$ cat src/rtl/bta4_pkg.sv
// Shared definitions for the 2-trit balanced-ternary adder tile.
// Trit encoding (MSB:LSB): 01 = -1, 11 = 0, 10 = +1, 00 = illegal (read as 0).
package bta4_pkg;

    localparam logic [1:0] TRIT_NEG  = 2'b01;
    localparam logic [1:0] TRIT_ZERO = 2'b11;
    localparam logic [1:0] TRIT_POS  = 2'b10;
    localparam logic [1:0] TRIT_ILL  = 2'b00;

    // Signed two's-complement value of one trit; only -1, 0 and +1 are used.
    typedef logic signed [1:0] trit_val_t;

    // Encoded trit code to signed value; the illegal code reads as zero.
    function automatic trit_val_t trit_decode(input logic [1:0] code);
        trit_val_t v;
        case (code)
            TRIT_NEG: v = -2'sd1;
            TRIT_POS: v = 2'sd1;
            default:  v = 2'sd0;
        endcase
        return v;
    endfunction

    // Signed value to encoded trit code; out-of-range values map to zero
    // so that the illegal code can never be produced here.
    function automatic logic [1:0] trit_encode(input trit_val_t v);
        logic [1:0] code;
        case (v)
            2'b11:   code = TRIT_NEG;
            2'b01:   code = TRIT_POS;
            default: code = TRIT_ZERO;
        endcase
        return code;
    endfunction

    // True when a trit carries the illegal code.
    function automatic logic trit_is_illegal(input logic [1:0] code);
        return code == TRIT_ILL;
    endfunction

endpackage

$ cat src/rtl/bta4_ternary_adder_bt_full_adder.sv
// Balanced-ternary full adder: sum + 3*cout = a + b + cin, all trits encoded.
import bta4_pkg::*;

module bt_full_adder (
    input  logic [1:0] a,
    input  logic [1:0] b,
    input  logic [1:0] cin,
    output logic [1:0] sum,
    output logic [1:0] cout
);

    logic signed [2:0] total;
    logic signed [2:0] sum_wide;
    trit_val_t         sum_v;
    trit_val_t         cout_v;
    trit_val_t         a_v;
    trit_val_t         b_v;
    trit_val_t         c_v;

    // Add the three digits (range -3..+3) and fold into one trit plus a carry.
    always_comb begin
        a_v      = trit_decode(a);
        b_v      = trit_decode(b);
        c_v      = trit_decode(cin);
        total    = {a_v[1], a_v} + {b_v[1], b_v} + {c_v[1], c_v};
        sum_wide = total;
        cout_v   = 2'sd0;
        if (total > 3'sd1) begin
            sum_wide = total - 3'sd3;
            cout_v   = 2'sd1;
        end else if (total < -3'sd1) begin
            sum_wide = total + 3'sd3;
            cout_v   = -2'sd1;
        end
        sum_v = sum_wide[1:0];
        sum   = trit_encode(sum_v);
        cout  = trit_encode(cout_v);
    end

endmodule

$ cat src/rtl/bta4_ternary_adder.sv
// Byte-wide balanced-ternary adder tile: S = X + Y with X, Y in -4..+4.
// io_in  = {y0, y1, x0, x1}, io_out = {s0, s1, s2, s3}, 1-cycle registered.
// Optional macro BTA4_ILLEGAL_FLAG_EN: s3 reads 00 in the cycle after any
// input trit carried the illegal code; otherwise s3 is always zero (11).
// There is no handshake: every rising edge samples io_in and the result of
// that sample is visible on io_out until the next rising edge.
import bta4_pkg::*;

module bta4_ternary_adder (
    input  logic       clk,
    input  logic       rst,
    input  logic [7:0] io_in,
    output logic [7:0] io_out
);

    logic [1:0] x0;
    logic [1:0] x1;
    logic [1:0] y0;
    logic [1:0] y1;
    logic [1:0] s0;
    logic [1:0] s1;
    logic [1:0] s2;
    logic [1:0] s3;
    logic [1:0] carry0;
    logic [7:0] io_out_d;
    logic [7:0] io_out_q;

    // Unpack operand trits from the pin byte.
    always_comb begin
        y0 = io_in[7:6];
        y1 = io_in[5:4];
        x0 = io_in[3:2];
        x1 = io_in[1:0];
    end

    bt_full_adder u_stage0 (
        .a    (x0),
        .b    (y0),
        .cin  (TRIT_ZERO),
        .sum  (s0),
        .cout (carry0)
    );

    // The carry out of the top stage is the third sum trit.
    bt_full_adder u_stage1 (
        .a    (x1),
        .b    (y1),
        .cin  (carry0),
        .sum  (s1),
        .cout (s2)
    );

`ifdef BTA4_ILLEGAL_FLAG_EN
    // Spare trit flags any illegal input code; arithmetic already reads it as 0.
    always_comb begin
        s3 = TRIT_ZERO;
        if (trit_is_illegal(x0) || trit_is_illegal(x1) ||
            trit_is_illegal(y0) || trit_is_illegal(y1)) begin
            s3 = TRIT_ILL;
        end
    end
`else
    // Spare trit is unused and held at zero.
    always_comb begin
        s3 = TRIT_ZERO;
    end
`endif

    // Pack the next output byte.
    always_comb begin
        io_out_d = {s0, s1, s2, s3};
    end

    // Output register; reset forces all-zero trits and drops the pending result.
    always_ff @(posedge clk) begin
        if (rst) begin
            io_out_q <= 8'hFF;
        end else begin
            io_out_q <= io_out_d;
        end
    end

    assign io_out = io_out_q;

endmodule

$ cat config.mk
export PLATFORM = sky130hd
export DESIGN_NAME = bta4_ternary_adder
export DESIGN_NICKNAME = d
export VERILOG_FILES = /design/src/rtl/bta4_pkg.sv /design/src/rtl/bta4_ternary_adder_bt_full_adder.sv /design/src/rtl/bta4_ternary_adder.sv
export SDC_FILE = /design/constraint.sdc
export NUM_CORES = 1
export LEC_CHECK = 0
export ABC_AREA = 1
export CAP_MARGIN = 15
export CORE_AREA = 4 4 41 43
export DETAILED_ROUTE_END_ITERATION = 12
export DIE_AREA = 0 0 45 47
export GPL_ROUTABILITY_DRIVEN = 0
export MAX_ROUTING_LAYER = met4
export PLACE_DENSITY = 0.73
export SETUP_SLACK_MARGIN = 0.4
export SYNTH_ARGS = -nofsm -noshare
export SYNTH_HDL_FRONTEND = slang
export SYNTH_SLANG_ARGS = --single-unit
export TNS_END_PERCENT = 100
$ cat constraint.sdc
create_clock -name clk -period 3.8 [get_ports clk]
set_clock_uncertainty 0.05 [all_clocks]
set_input_delay 0.38 -clock clk [delete_from_list [all_inputs] [get_ports clk]]
set_output_delay 0.38 -clock clk [all_outputs]
set_load 0.05 [all_outputs]
Word-level counts from Yosys, hierarchy flattened. Index checks and enable logic that the tools add are counted.

Register bits: 8. Bits of input ports: 10. Output and inout bits: 8. Logic and storage cells: 48.

$add $sub $neg: 7. Magnitude comparators: 4. Equal/unequal tests: 18. Multiplexer cells: 17.

Operators by type and width (count): one-hot mux 2 bit (2 select lines) (9); equality test 2 x 1 -> 1 bit, second input constant (9); equality test 2 bit, second input constant (9); 2-to-1 mux 2 bit (8); adder 2 x 2 -> 3 bit (2); > comparator 3 x 2 -> 1 bit, second input constant (2); less-than comparator 3 x 1 -> 1 bit, second input constant (2); adder 2 x 1 -> 2 bit, second input constant (2); subtractor 2 x 1 -> 2 bit, second input constant (2); adder 3 bit (1).

Logic depth before layout (Yosys ltp). Gate-level depths: netlist of the first run.

Depth after elaboration: 16. Mapped depth: 20.

Hierarchy. A second synthesis of the first run with hierarchy kept.

Cell total of the unflattened synthesis: 104. Area total of the unflattened synthesis: 720.7 µm².

By module, submodules not included: bt_full_adder (times used 2, cells an instance 41, area each 266.5 µm², sequential area each 0.0 µm²); bta4_ternary_adder (times used 1, cells an instance 22, area each 187.7 µm², sequential area each 120.1 µm²).

Worst setup path after synthesis of the first run. No wires, ideal clock.

Path kind: input-to-reg. Start: in io_in[7]. End: reg io_out_q[4] (netlist: io_out[4]). Setup time: 0.058 ns. Data arrival time: 3.006 ns. Setup slack: 0.686 ns. Stages: 14. Cells stage by stage: inv_1 ha_1 inv_1 ha_1 inv_1 fa_1 inv_1 a21oi_1 fa_1 ha_1 or2_2 nor2_1 nor2_1 nand2_1.

Word-level cells in the longest chain between the ends: 16.

RTL lines: start: declaration (line bta4_ternary_adder.sv:12) `input logic [7:0] io_in,`; equality test 2 bit / equality test 2 x 1 -> 1 bit (equally long branches) (line bta4_pkg.sv:16) `case (code)`; one-hot mux 2 bit (2 select lines) (*) (line bta4_pkg.sv:16); adder 2 x 2 -> 3 bit (*) (line bta4_ternary_adder_bt_full_adder.sv:25) `total = {a_v[1], a_v} + {b_v[1], b_v} + {c_v[1], c_v};`; less-than comparator 3 x 1 -> 1 bit (line bta4_ternary_adder_bt_full_adder.sv:31) `end else if (total < -3'sd1) begin`; 2-to-1 mux 2 bit (line bta4_ternary_adder_bt_full_adder.sv:31); 2-to-1 mux 2 bit (*) (line bta4_ternary_adder_bt_full_adder.sv:28) `if (total > 3'sd1) begin`; equality test 2 x 1 -> 1 bit / equality test 2 bit (equally long branches) (line bta4_pkg.sv:28) `case (v)`; one-hot mux 2 bit (2 select lines) (*) (line bta4_pkg.sv:28); equality test 2 bit / equality test 2 x 1 -> 1 bit (equally long branches) (line bta4_pkg.sv:16); one-hot mux 2 bit (2 select lines) (*) (line bta4_pkg.sv:16); adder 3 bit (*) (line bta4_ternary_adder_bt_full_adder.sv:25); less-than comparator 3 x 1 -> 1 bit / adder 2 x 1 -> 2 bit (equally long branches) (line bta4_ternary_adder_bt_full_adder.sv:31, bta4_ternary_adder_bt_full_adder.sv:32); 2-to-1 mux 2 bit (line bta4_ternary_adder_bt_full_adder.sv:31); 2-to-1 mux 2 bit (*) (line bta4_ternary_adder_bt_full_adder.sv:28); equality test 2 x 1 -> 1 bit / equality test 2 bit (equally long branches) (line bta4_pkg.sv:28); one-hot mux 2 bit (2 select lines) (*) (line bta4_pkg.sv:28); end signal: assignment (line bta4_ternary_adder.sv:79) `io_out_q <= io_out_d;`; end: declaration (line bta4_ternary_adder.sv:26) `logic [7:0] io_out_q;`.

Every way passes the cells marked *; elsewhere a longest branch is shown, timed or not. A chain may end at the register's enable or synchronous reset.

Worst setup path in the final report of the first run.
Start: in io_in[6]. End: reg io_out_q[4] (netlist: io_out[4]).

Same word-level chain as after synthesis.

==> impl_table.tex, run 1 <==
\begin{tabular}{lr}
\hline
Metric & Value \\
\hline
\multicolumn{2}{l}{\textbf{Status}} \\
Status & completed \\
\multicolumn{2}{l}{\textbf{CTS}} \\
Number of clock sinks & 6 \\
Maximum level of the CTS H-tree & 1 \\
TritonCTS clock tree & done \\
Clock Pin Slew Worst Setup and Hold Paths & 40 ps \\
Total of hold buffers inserted after clock tree synthesis & 0 \\
Number of buffers on the longest clock path & 2 \\
CTS buffer count & 3 \\
Clock Root Buffer & sky130\_fd\_sc\_hd\_\_clkbuf\_4 \\
\multicolumn{2}{l}{\textbf{Place}} \\
HPWL reported at the end of detailed placement & 799.2 um \\
Number of port buffers & 15 \\
\multicolumn{2}{l}{\textbf{Synth}} \\
Async SR Flop Fraction & 0 \\
Count of different cell masters after synthesis & 16 \\
Commonest cells in the synthesized netlist & 19 x sky130\_fd\_sc\_hd\_\_inv\_1, 14 x sky130\_fd\_sc\_hd\_\_nand2\_1, 6 x sky130\_fd\_sc\_hd\_\_dfxtp\_1, 6 x sky130\_fd\_sc\_hd\_\_ha\_1, 5 x sky130\_fd\_sc\_hd\_\_nand3\_1 \\
Largest area contributor in the synthesized netlist & sky130\_fd\_sc\_hd\_\_dfxtp\_1 \\
Synth area leaders & sky130\_fd\_sc\_hd\_\_dfxtp\_1 23\%, sky130\_fd\_sc\_hd\_\_fa\_1 15\%, sky130\_fd\_sc\_hd\_\_ha\_1 15\% \\
Post-synth top area share & 0.2324 \\
Post-synthesis sequential element count & 6 \\
Synthesized area per cell & 7.278 sq um \\
Warnings from Yosys & 0 \\
Total standard cell area after synthesis & 516.7 sq um \\
Most frequent cell after synthesis & sky130\_fd\_sc\_hd\_\_inv\_1 \\
Number of cells produced by synthesis & 71 \\
Flip-flop cell with the highest count after synthesis & sky130\_fd\_sc\_hd\_\_dfxtp\_1 \\
Number of enable flip-flop cells after synthesis & 0 \\
Proportion of synthesized chip area in sequential cells & 0.2324 \\
\multicolumn{2}{l}{\textbf{Final layout}} \\
\# fillers & 124 \\
Antenna fix cells & 0 \\
Signed area change from the synthesized netlist to the final layout & 52.54\% \\
Register Area & 120.1 sq um \\
Flip-flop count of the largest register, all copies and words added & 6 \\
Nets & 113 \\
Share of post-route cells with drive strength above 1 & 0.2747 \\
Combined area of the multi-input logic cells & 371.6 sq um \\
\multicolumn{2}{l}{\textbf{STA}} \\
Period Utilization, post-route & 0.8558 \\
Post-layout min period & 3252 ps \\
Final hold viol count & 0 \\
Final setup viols & 0 \\
Maximum frequency from static timing analysis & 307.5 MHz \\
Worst Hold Margin & 716.3 ps \\
Final Max Slew Viols & 0 \\
Unrepaired setup endpoints after global routing & no \\
\multicolumn{2}{l}{\textbf{Critical path}} \\
Cell-by-cell trace of the critical path & clkdlybuf4s50\_1 > ha\_1 > inv\_1 > ha\_2 > inv\_2 > fa\_1 > inv\_2 > a21oi\_4 > fa\_2 > ha\_4 > inv\_2 > nand2\_1 > nand2\_1 > nand2\_2 > nand2\_2 > nor2\_2 > nor2\_1 > nand2\_1 \\
Worst Setup End Kind & flip-flop \\
CP max stage delay & 530 ps \\
Type of the setup path with the least slack & in -> reg \\
Highest fanout seen on the critical path & 3 \\
Crit start category & input port \\
Total stage count of the critical path & 18 \\
Family with the most delay on the worst path & adder cells \\
Combined buffer and inverter count along the critical path & 5 \\
Arrival @ worst endpoint & 3330 ps \\
WP data required & 3880 ps \\
Slowest cell on the critical path & sky130\_fd\_sc\_hd\_\_fa\_1 \\
\multicolumn{2}{l}{\textbf{Power and ir drop}} \\
Sw Pwr & 0.2057 mW \\
Share of power burned in the clock network & 0.132 \\
Static power due to leakage & 0.4043 nW \\
Total power divided by cell area & 558.7 nW/um\^{}2 \\
Int Power & 0.2347 mW \\
Peak supply drop & 250.2 uV \\
Switching part of the total & 0.4671 \\
Gate power share & 0.676 \\
Sequential group share of total power & 0.193 \\
Overall Power & 0.4404 mW \\
\multicolumn{2}{l}{\textbf{Routing}} \\
Initial DRC count & 12 \\
Number of detailed-routing iterations run before antenna repair & 4 \\
Routed wire per std cell & 10.74 um \\
Via count & 506 \\
Final WL & 1.138 mm \\
Post-route DRC & 0 \\
Detailed-route vias per instance & 4.774 \\
Final ANT Viol Nets & 0 \\
\multicolumn{2}{l}{\textbf{Global routing}} \\
Via count of the first global-routing pass & 408 \\
Leftover overflow at the end of global routing & 0 \\
Total Routing Usage GR & 0.1075 \\
Number of antenna violations at the first check in global routing & 0 \\
M3 GR Usage & 0.01149 \\
Routing usage on met1 & 0.1085 \\
Met2 Track Usage GR & 0.1949 \\
Global-route layer with the greatest usage & met2 \\
Largest net degree at the start of global routing & 6 \\
First-pass GRT wire length & 1.573 mm \\
\multicolumn{2}{l}{\textbf{Min path}} \\
Number of cells on the worst hold path & 3 \\
Min-Delay Path Class & in -> reg \\
Worst Hold Launch & rst \\
Endpoint with the worst hold slack & io\_out[3] \\
\multicolumn{2}{l}{\textbf{Floorplanning}} \\
Starting Density & 0.3971 \\
Core Rows & 13 \\
Die Width & 45 um \\
Number of top-level design ports & 18 \\
Area of the core & 1301 sq um \\
Die ar. & 2115 sq um \\
Die outline height & 47 um \\
\multicolumn{2}{l}{\textbf{Job}} \\
Max\_cap viols & 0 \\
\hline
\end{tabular}
==> layer usage <==
layer	vias up	routed length (um)
met2	23	616
met1	231	429
met5	-	0
met4	0	4
li1	250	-
met3	2	87
==> final cells by class <==
cell class	instances	share of cell area
repair buffers	18	0.2333
clock buffers	3	0.02857
multi-input cells	45	0.4714
flip-flops and latches	6	0.1524
well taps	15	0.02381
inverters	19	0.09048
==> cell usage in the layout, fill, tap and decap left out, drive strengths merged, types with 4 or more instances in the layout <==
cell type,netlist,layout
clkdlybuf4s50,0,12
dfxtp,6,6
fa,4,4
ha,6,6
inv,19,19
nand2,14,14
nand3,5,5
nor2,4,4
==> per-stage QoR <==
stage | area [sq um] | setup WS, ps | instances | utilization | setup TNS [ps]
after floorplan | 520.5 | 686.3 | 72 | - | 0
after global placement | 674.4 | 87.71 | 100 | 0.5183 | 0
after detailed placement | 674.4 | -13.78 | 100 | 0.5183 | -13.78
after CTS | 734.5 | 401.1 | 105 | 0.5644 | 0
after global routing | 788.3 | 407.3 | 106 | 0.6058 | 0
final | 788.3 | 548.0 | 106 | 0.6058 | 0
==> cells by family (layout without fill, tap and decap cells) <==
family                   after synthesis  in the layout  share of synthesized area
AO/OA/AOI/OAI                          6              6                    0.06295
buffers and inverters                 21             40                     0.1671
adder cells (fa/ha/maj)               10             10                     0.3002
other                                  1              2                   0.007257
XOR/XNOR                               1              1                    0.01695
flip-flops                             6              6                     0.2325
AND/OR/NAND/NOR                       26             26                     0.2131
==> timing repair <==
item / in CTS / in global routing
pin swaps: 3 / 16
buffers inserted: 2 / 1
setup endpoints to repair: 3 / 4
gates resized for setup: 5 / 18
==> how the worst max path moves through the flow <==
stage,start,endpoint
3_3_place_gp,io_in[3],io_out[4]
4_1_cts,io_in[7],io_out[4]
6_report,io_in[6],io_out[4]
5_1_grt,io_in[6],io_out[4]
3_5_place_dp,io_in[7],io_out[4]
2_1_floorplan,io_in[7],io_out[4]
==> power by group through the flow <==
stage	Combinational [mW]	Clock (mW)	Sequential, mW
after floorplan	0.119	0	0.147
after global placement	0.235	0	0.0851
after detailed placement	0.240	0	0.0865
after CTS	0.262	0.0604	0.0854
after global routing	0.323	0.0614	0.0861
final	0.298	0.0581	0.0848
Power figures use the tool's default switching activity.
==> run 2, diff against run 1 <==
--- a/config.mk
+++ b/config.mk
@@ -14,6 +14,7 @@
 export MAX_ROUTING_LAYER = met4
 export PLACE_DENSITY = 0.73
 export SETUP_SLACK_MARGIN = 0.4
+export SKIP_LAST_GASP = 1
 export SYNTH_ARGS = -nofsm -noshare
 export SYNTH_HDL_FRONTEND = slang
 export SYNTH_SLANG_ARGS = --single-unit
==> results of run 2 <==
The final DEF is identical to that of run 1; final timing and power are the same.
==> run 3, diff against run 2 <==
--- a/config.mk
+++ b/config.mk
@@ -8,11 +8,13 @@
 export ABC_AREA = 1
 export CAP_MARGIN = 15
 export CORE_AREA = 4 4 41 43
+export CTS_BUF_LIST = sky130_fd_sc_hd__clkbuf_4
 export DETAILED_ROUTE_END_ITERATION = 12
 export DIE_AREA = 0 0 45 47
 export GPL_ROUTABILITY_DRIVEN = 0
 export MAX_ROUTING_LAYER = met4
 export PLACE_DENSITY = 0.73
+export RECOVER_POWER = 100
 export SETUP_SLACK_MARGIN = 0.4
 export SKIP_LAST_GASP = 1
 export SYNTH_ARGS = -nofsm -noshare
==> run 3 against run 2 <==
Compared with the run above: critical path depth down 4; largest cell class unchanged; critical path type unchanged; utilization down 1.6 points; routed wire length up 0.18%.
==> impl_table.tex, run 3 (synthesis gave the netlist of run 1 again) <==
\begin{tabular}{lr}
\hline
Metric & Value \\
\hline
\multicolumn{2}{l}{\textbf{Global routing}} \\
Leftover overflow at the end of global routing & 0 (unchanged) \\
First-pass GRT wire length & 1.573 mm (unchanged) \\
Largest net degree at the start of global routing & 6 (unchanged) \\
Number of antenna violations at the first check in global routing & 0 (unchanged) \\
Total Routing Usage GR & 0.1075 (unchanged) \\
Via count of the first global-routing pass & 408 (unchanged) \\
\multicolumn{2}{l}{\textbf{Final layout}} \\
Commonest non-fill, non-tap cells in the layout & 15 x sky130\_fd\_sc\_hd\_\_inv\_1, 10 x sky130\_fd\_sc\_hd\_\_nand2\_1 (was 14 x sky130\_fd\_sc\_hd\_\_inv\_1, 12 x sky130\_fd\_sc\_hd\_\_clkdlybuf4s50\_1, 10 x sky130\_fd\_sc\_hd\_\_nand2\_1) \\
Signed area change from the synthesized netlist to the final layout & 48.43\% (was 52.54\%) \\
Antenna fix cells & 0 (unchanged) \\
Share of post-route cells with drive strength above 1 & 0.2198 (was 0.2747) \\
Nets & 113 (unchanged) \\
Flip-flop count of the largest register, all copies and words added & 6 (unchanged) \\
Design area & 767.0 sq um (was 788.3 sq um) \\
Core utilization of the finished layout & 0.5894 (was 0.6058) \\
Leading cell type in the layout, fill and taps excluded & sky130\_fd\_sc\_hd\_\_inv\_1 (unchanged) \\
\multicolumn{2}{l}{\textbf{Place}} \\
HPWL reported at the end of detailed placement & 799.2 um (unchanged) \\
Number of port buffers & 15 (unchanged) \\
Post-placement cell area & 674.4 sq um (unchanged) \\
\multicolumn{2}{l}{\textbf{Critical path}} \\
Arrival @ worst endpoint & 3530 ps (was 3330 ps) \\
Highest fanout seen on the critical path & 5 (was 3) \\
Type of the setup path with the least slack & in -> reg (unchanged) \\
WP data required & 3930 ps (was 3880 ps) \\
Crit start category & input port (unchanged) \\
Worst Setup End Kind & flip-flop (unchanged) \\
\multicolumn{2}{l}{\textbf{Power and ir drop}} \\
Total power divided by cell area & 545.0 nW/um\^{}2 (was 558.7 nW/um\^{}2) \\
Share of power burned in the clock network & 0.139 (was 0.132) \\
Sw Pwr & 0.2014 mW (was 0.2057 mW) \\
Peak supply drop & 217.1 uV (was 250.2 uV) \\
Switching part of the total & 0.4817 (was 0.4671) \\
Int Power & 0.2166 mW (was 0.2347 mW) \\
Sequential group share of total power & 0.200 (was 0.193) \\
Static power due to leakage & 0.3938 nW (was 0.4043 nW) \\
Gate power share & 0.661 (was 0.676) \\
Overall Power & 0.4180 mW (was 0.4404 mW) \\
\multicolumn{2}{l}{\textbf{STA}} \\
Transition at the pin with the smallest max-transition slack & 500.7 ps \\
Final setup viols & 0 (unchanged) \\
Final total negative setup slack & 0 ps (unchanged) \\
Worst slew margin relative to its limit & 0.6651 \\
Post-layout min period & 3395 ps (was 3252 ps) \\
Final hold viol count & 0 (unchanged) \\
Unrepaired setup endpoints after global routing & no (unchanged) \\
Period Utilization, post-route & 0.8934 (was 0.8558) \\
Final Max Slew Viols & 0 (unchanged) \\
Maximum frequency from static timing analysis & 294.6 MHz (was 307.5 MHz) \\
\multicolumn{2}{l}{\textbf{Routing}} \\
Number of detailed-routing iterations run before antenna repair & 4 (unchanged) \\
Routed wire per std cell & 10.75 um (was 10.74 um) \\
Detailed-route vias per instance & 4.708 (was 4.774) \\
Post-route DRC & 0 (unchanged) \\
Final WL & 1.140 mm (was 1.138 mm) \\
Initial DRC count & 4 (was 12) \\
Final ANT Viol Nets & 0 (unchanged) \\
Via count & 499 (was 506) \\
\multicolumn{2}{l}{\textbf{CTS}} \\
Clock Root Buffer & sky130\_fd\_sc\_hd\_\_clkbuf\_4 (unchanged) \\
Number of clock sinks & 6 (unchanged) \\
Maximum level of the CTS H-tree & 1 (unchanged) \\
TritonCTS clock tree & done (unchanged) \\
CTS buffer count & 3 (unchanged) \\
Clock Pin Slew Worst Setup and Hold Paths & 40 ps (about the same) \\
Number of buffers on the longest clock path & 2 (unchanged) \\
\multicolumn{2}{l}{\textbf{Floorplanning}} \\
Starting Density & 0.3971 (unchanged) \\
Number of top-level design ports & 18 (unchanged) \\
Core Rows & 13 (unchanged) \\
Area of the core & 1301 sq um (unchanged) \\
Die Width & 45 um (unchanged) \\
Die outline height & 47 um (unchanged) \\
Die ar. & 2115 sq um (unchanged) \\
\multicolumn{2}{l}{\textbf{Min path}} \\
Min-Delay Path Class & in -> reg (unchanged) \\
\multicolumn{2}{l}{\textbf{Status}} \\
Status & completed (unchanged) \\
\multicolumn{2}{l}{\textbf{Job}} \\
Max\_cap viols & 0 (unchanged) \\
\hline
\end{tabular}
-- run 3: what timing repair did --
item / in CTS / in global routing
setup buffers: 2 / 1
endpoints found under the setup margin: 3 / 4
hold buffers: 0 / 0
gates resized for setup: 5 / 18
pin swaps: 3 / 16
-- run 3: through the flow --
step / hold slack (ps) / std cells / setup slack (ps)
floorplan: 433.0 / 72 / 686.3
detailed placement: 952.9 / 100 / -13.78
global route: 761.2 / 106 / 239.5
finish: 716.0 / 106 / 405.1
CTS: 703.9 / 105 / 401.1
global placement: 953.7 / 100 / 87.71
-- run 3: worst max-delay path: stages --
cell and delay, ps:
sky130_fd_sc_hd__clkdlybuf4s50_1 460, sky130_fd_sc_hd__ha_1 220, sky130_fd_sc_hd__inv_1 60, sky130_fd_sc_hd__ha_1 150
sky130_fd_sc_hd__inv_2 50, sky130_fd_sc_hd__fa_1 510, sky130_fd_sc_hd__inv_1 90, sky130_fd_sc_hd__a21oi_4 170
sky130_fd_sc_hd__fa_1 490, sky130_fd_sc_hd__ha_1 400, sky130_fd_sc_hd__or2_2 340, sky130_fd_sc_hd__nor2_2 100
sky130_fd_sc_hd__nor2_1 40, sky130_fd_sc_hd__nand2_1 60
-- run 3: routing by layer --
layer | up-vias | GRT usage | wire (um)
met1 | 229 | 0.1085 | 432
met5 | - | - | 0
li1 | 250 | - | -
met2 | 20 | 0.1949 | 622
met4 | 0 | 0.07018 | 0
met3 | 0 | 0.01149 | 85
-- run 3: cell type report --
class / count / area (sq um)
Sequential cell: 6 / 120.1
Multi-Input combinational cell: 45 / 354.1
Inverter: 19 / 71.32
Fill cell: 127 / 534.3
Timing Repair Buffer: 18 / 180.2
Tap cell: 15 / 18.77
Clock buffer: 3 / 22.52
-- run 3: path summary, 6_finish.rpt --
path              startpoint         to  depth (start not counted)
setup / recovery    io_in[6]  io_out[4]                         14
hold / removal           rst  io_out[3]                          3
-- run 3: power groups by stage --
| stage | Combinational, mW | Sequential, mW | Clock (mW) |
|---|---|---|---|
| 3_5_place_dp | 0.240 | 0.0865 | 0 |
| 2_1_floorplan | 0.119 | 0.147 | 0 |
| 4_1_cts | 0.262 | 0.0854 | 0.0604 |
| 5_1_grt | 0.302 | 0.0853 | 0.0614 |
| 3_3_place_gp | 0.235 | 0.0851 | 0 |
| 6_report | 0.276 | 0.0838 | 0.0580 |
